$ cat config.mk
export PLATFORM = sky130hd
export DESIGN_NAME = sync_reg8
export DESIGN_NICKNAME = d
export VERILOG_FILES = /design/src/rtl/sync_reg8.sv
export SDC_FILE = /design/constraint.sdc
export NUM_CORES = 1
export LEC_CHECK = 0
export ABC_AREA = 1
export BUFFER_PORTS_ARGS = -buffer_cell sky130_fd_sc_hd__buf_4
export CAP_MARGIN = 20
export CELL_PAD_IN_SITES_DETAIL_PLACEMENT = 0
export CELL_PAD_IN_SITES_GLOBAL_PLACEMENT = 1
export CORE_AREA = 2 2 39 41
export DETAILED_ROUTE_END_ITERATION = 12
export DIE_AREA = 0 0 41 43
export PLACE_DENSITY_LB_ADDON = 0.1
export SLEW_MARGIN = 20
export SYNTH_ARGS = -nofsm -noshare
export SYNTH_HDL_FRONTEND = slang
export SYNTH_SLANG_ARGS = --single-unit
$ cat constraint.sdc
create_clock -name clk -period 0.8 [get_ports clk]
set_input_delay 0.16 -clock clk [delete_from_list [all_inputs] [get_ports clk]]
set_output_delay 0.16 -clock clk [all_outputs]
set_load 0.1 [all_outputs]
$ cat src/rtl/sync_reg8.sv
// sync_reg8: WIDTH-bit D register with synchronous active-low clear.
// q comes straight from the flops; there is no input-to-output path.
module sync_reg8 #(
    parameter int               WIDTH       = 8,
    parameter logic [WIDTH-1:0] RESET_VALUE = '0
) (
    input  logic             clk,
    input  logic             rst,
    input  logic [WIDTH-1:0] d,
    output logic [WIDTH-1:0] q
);

    always_ff @(posedge clk) begin
        if (!rst) begin
            q <= RESET_VALUE;
        end else begin
            q <= d;
        end
    end

endmodule

* Yosys cells after proc, flatten, opt, wreduce, memory -nomap -nowiden *
Cells that the tools add are included.

storage, ports and cells
  bits in registers = 8
  input port bits = 10
  output and inout port bits = 8
  word-level logic and storage cells = 1

* Depth between registers and ports, before layout *
  word-level depth = 0
  gate-level depth with buffers = 3
  gate-level depth less buffers = 2

* Least setup slack after synthesis *
No wires, ideal clock.

  path kind = flip-flop to output port
  from = register q[0]
  to = output q[0]
  arrival time = 909 ps
  data required time = 640 ps
  setup slack = -269 ps
  stages on the path, launching flop included = 1
  path buffers = 0
  cell sequence = dfxtp_1

RTL lines
  item                      RTL line  RTL
  start: declaration        10        output logic [WIDTH-1:0] q
  start signal: assignment  15        q <= RESET_VALUE;
  start signal: assignment  17        q <= d;

No word-level cell between the ends.

* Final worst setup path *
  from = register q[2]
  to = output q[2]

No word-level cell between the ends.

==> results.yml <==
outcome:
  status: "complete, but fails checks"
  violations: "setup timing"
setup_path:
  arrival_ps: 760
  start_kind: "flop"
  crit_path_max_fanout: 1
  crit_buf_inv: 1
  worstPathRequired_ps: 640
  crit_path_max_incr_delay_ps: 340
  worstPathCellList: "buf_12"
  cpMaxStageDelayCell: "dfxtp_2"
  end_kind: "primary output"
  cpLargestDelayFamily: "flip-flops"
  critical_path_class: "flop to primary output"
synthesis:
  yosysSeqAreaShare_pct: 71.1
  syn_avg_cell_area_um2: 9.01
  ys_warn_count: 0
  synth-compound-area-share_pct: 0
  ys_top_cells_by_count: "dfxtp_1, inv_1, nand2_1, buf_2"
  synthFlopType: "dfxtp_1"
  synth_top_area_share_pct: 71.1
  synth_area_leaders: "dfxtp_1, inv_1, nand2_1"
  synthArstFlopShare_pct: 0
  synth_mux_area_share_pct: 0
  synthAdderAreaFrac_pct: 0
  ys_ff_latch: 8
  yosysTopAreaCell: "dfxtp_1"
  syn_nets: 35
  synth-xor-area-share_pct: 0
  synthSimpleGateAreaFrac_pct: 13.3
  syn_inst: 25
  synth_area_um2: 225
  ys_types: 4
  synth_top_family_by_area: "buffers and inverters"
  synth-edff-count: 0
finish:
  num-nets-final: 56
  regMostFlops: "q"
  fin_util_pct: 36.2
  n_fill_cell: 149
  largestRegisters: "q (8)"
  n_antenna_cell: 0
  stdcell_area_um2: 500
  largest_reg_flops: 8
  area_growth_pct: 122
  drive_above_1_share_pct: 63.6
sta:
  fmax_mhz: 1080
  finalHoldViolCount: 0
  post-route-min-period_ps: 922
  tns_ps: -932
  final-setup-viol-count: 8
  worst_slew_pin_slew_ps: 86.5
  drv_slew: 0
  max_slew_margin_pct: 94.2
  rsz0062_at_grt: "true"
  timing.final.crit_share_pct: 115
  fin_ws_ps: -122
floorplanning:
  dieArea_um2: 1760
  rows: 14
  ios: 18
  start_util_pct: 16.3
  die_h_um: 43
  coreArea_um2: 1380
  die_x_um: 41
clocking:
  cts_hold_buf: 0
  post_cts_buffers: 0
  root_buffer: "clkbuf_4"
  cts_tree: "done"
  cts_buffers: 3
  cts_num_sinks: 8
  clkTransAtPathRegs_ps: 60
  htree_levels: 1
  cts.path.max_buffers: 2
drt:
  ant_nets: 0
  routedWlPerCell_um: 7.92
  drc: 0
  vias: 209
  first_pass_iters: 1
  viasPerCell: 3.48
  initialDrtViolationCount: 0
  totalWireLength_um: 475
global_route:
  grt_usage_pct: 7.34
  grt_pass1_vias: 196
  antenna_found_initial: 0
  grt_max_degree: 9
  overflow: 0
  grt_pass1_wl_um: 759
min_path:
  hold_path_class: "input pin to flop"
pwr:
  powerDensity_nw_per_um2: 2100
  leakage_nw: 0.276
  vdd_drop_max_uv: 575
  power_mw: 1.05
placed_design:
  placed_cell_area_um2: 378
  numPortBuffers: 17
  gp_congestion: 0.464
  pre_cts_ws_ps: 65.0
  place_hpwl_um: 383
job:
  cap_viol_max_count: 0
logic make-up (layout without fill, tap and decap cells):
| family | after synthesis | count (layout) |
|---|---|---|
| AND/OR/NAND/NOR | 8 | 8 |
| flip-flops | 8 | 8 |
| buffers and inverters | 9 | 28 |
cell usage in the layout, fill, tap and decap left out:
cell type  count
buf_12         8
buf_4          9
clkbuf_4       3
dfxtp_2        8
inv_1          8
nand2_1        8
final cells by class:
| class | count | area (um2) | area share [%] |
|---|---|---|---|
| Inverter | 8 | 30.0 | 6.00 |
| Sequential cell | 8 | 170 | 34.0 |
| Tap cell | 16 | 20.0 | 4.00 |
| Clock buffer | 3 | 22.5 | 4.50 |
| Timing Repair Buffer | 17 | 228 | 45.5 |
| Multi-Input combinational cell | 8 | 30.0 | 6.00 |
report_power, final:
part / switching, mW / internal [mW] / leakage (nW)
Combinational: 0.183 / 0.114 / 0.193
Sequential: 0.0165 / 0.425 / 0.0688
Clock: 0.140 / 0.172 / 0.0138
worst paths after layout:
kind	end	startpoint	slack, ps	cells after the start
hold / removal	q[2]$_SDFF_PN0_	d[2]	90	3
setup / recovery	q[2]	q[2]$_SDFF_PN0_	-120	1
metrics by stage:
step / cells / hold slack (ps)
6_report: 60 / 87.4
5_1_grt: 60 / 82.6
4_1_cts: 60 / 77.5
3_5_place_dp: 57 / 347
3_3_place_gp: 57 / 339
2_1_floorplan: 25 / 253
layer usage:
metal	wire, um	GRT usage (%)	share of wire, %	up-vias
met3	50	3.14	11	0
met4	0	10.0	0	0
met5	0	0	0	-
li1	-	-	-	105
met1	145	5.48	31	93
met2	279	10.9	59	11
repair_timing:
item                                    in CTS  in global routing
resized for setup                           24                  0
pin swaps                                    0                  0
endpoints found under the setup margin       8                  8
(Power assumes the default switching activity.)
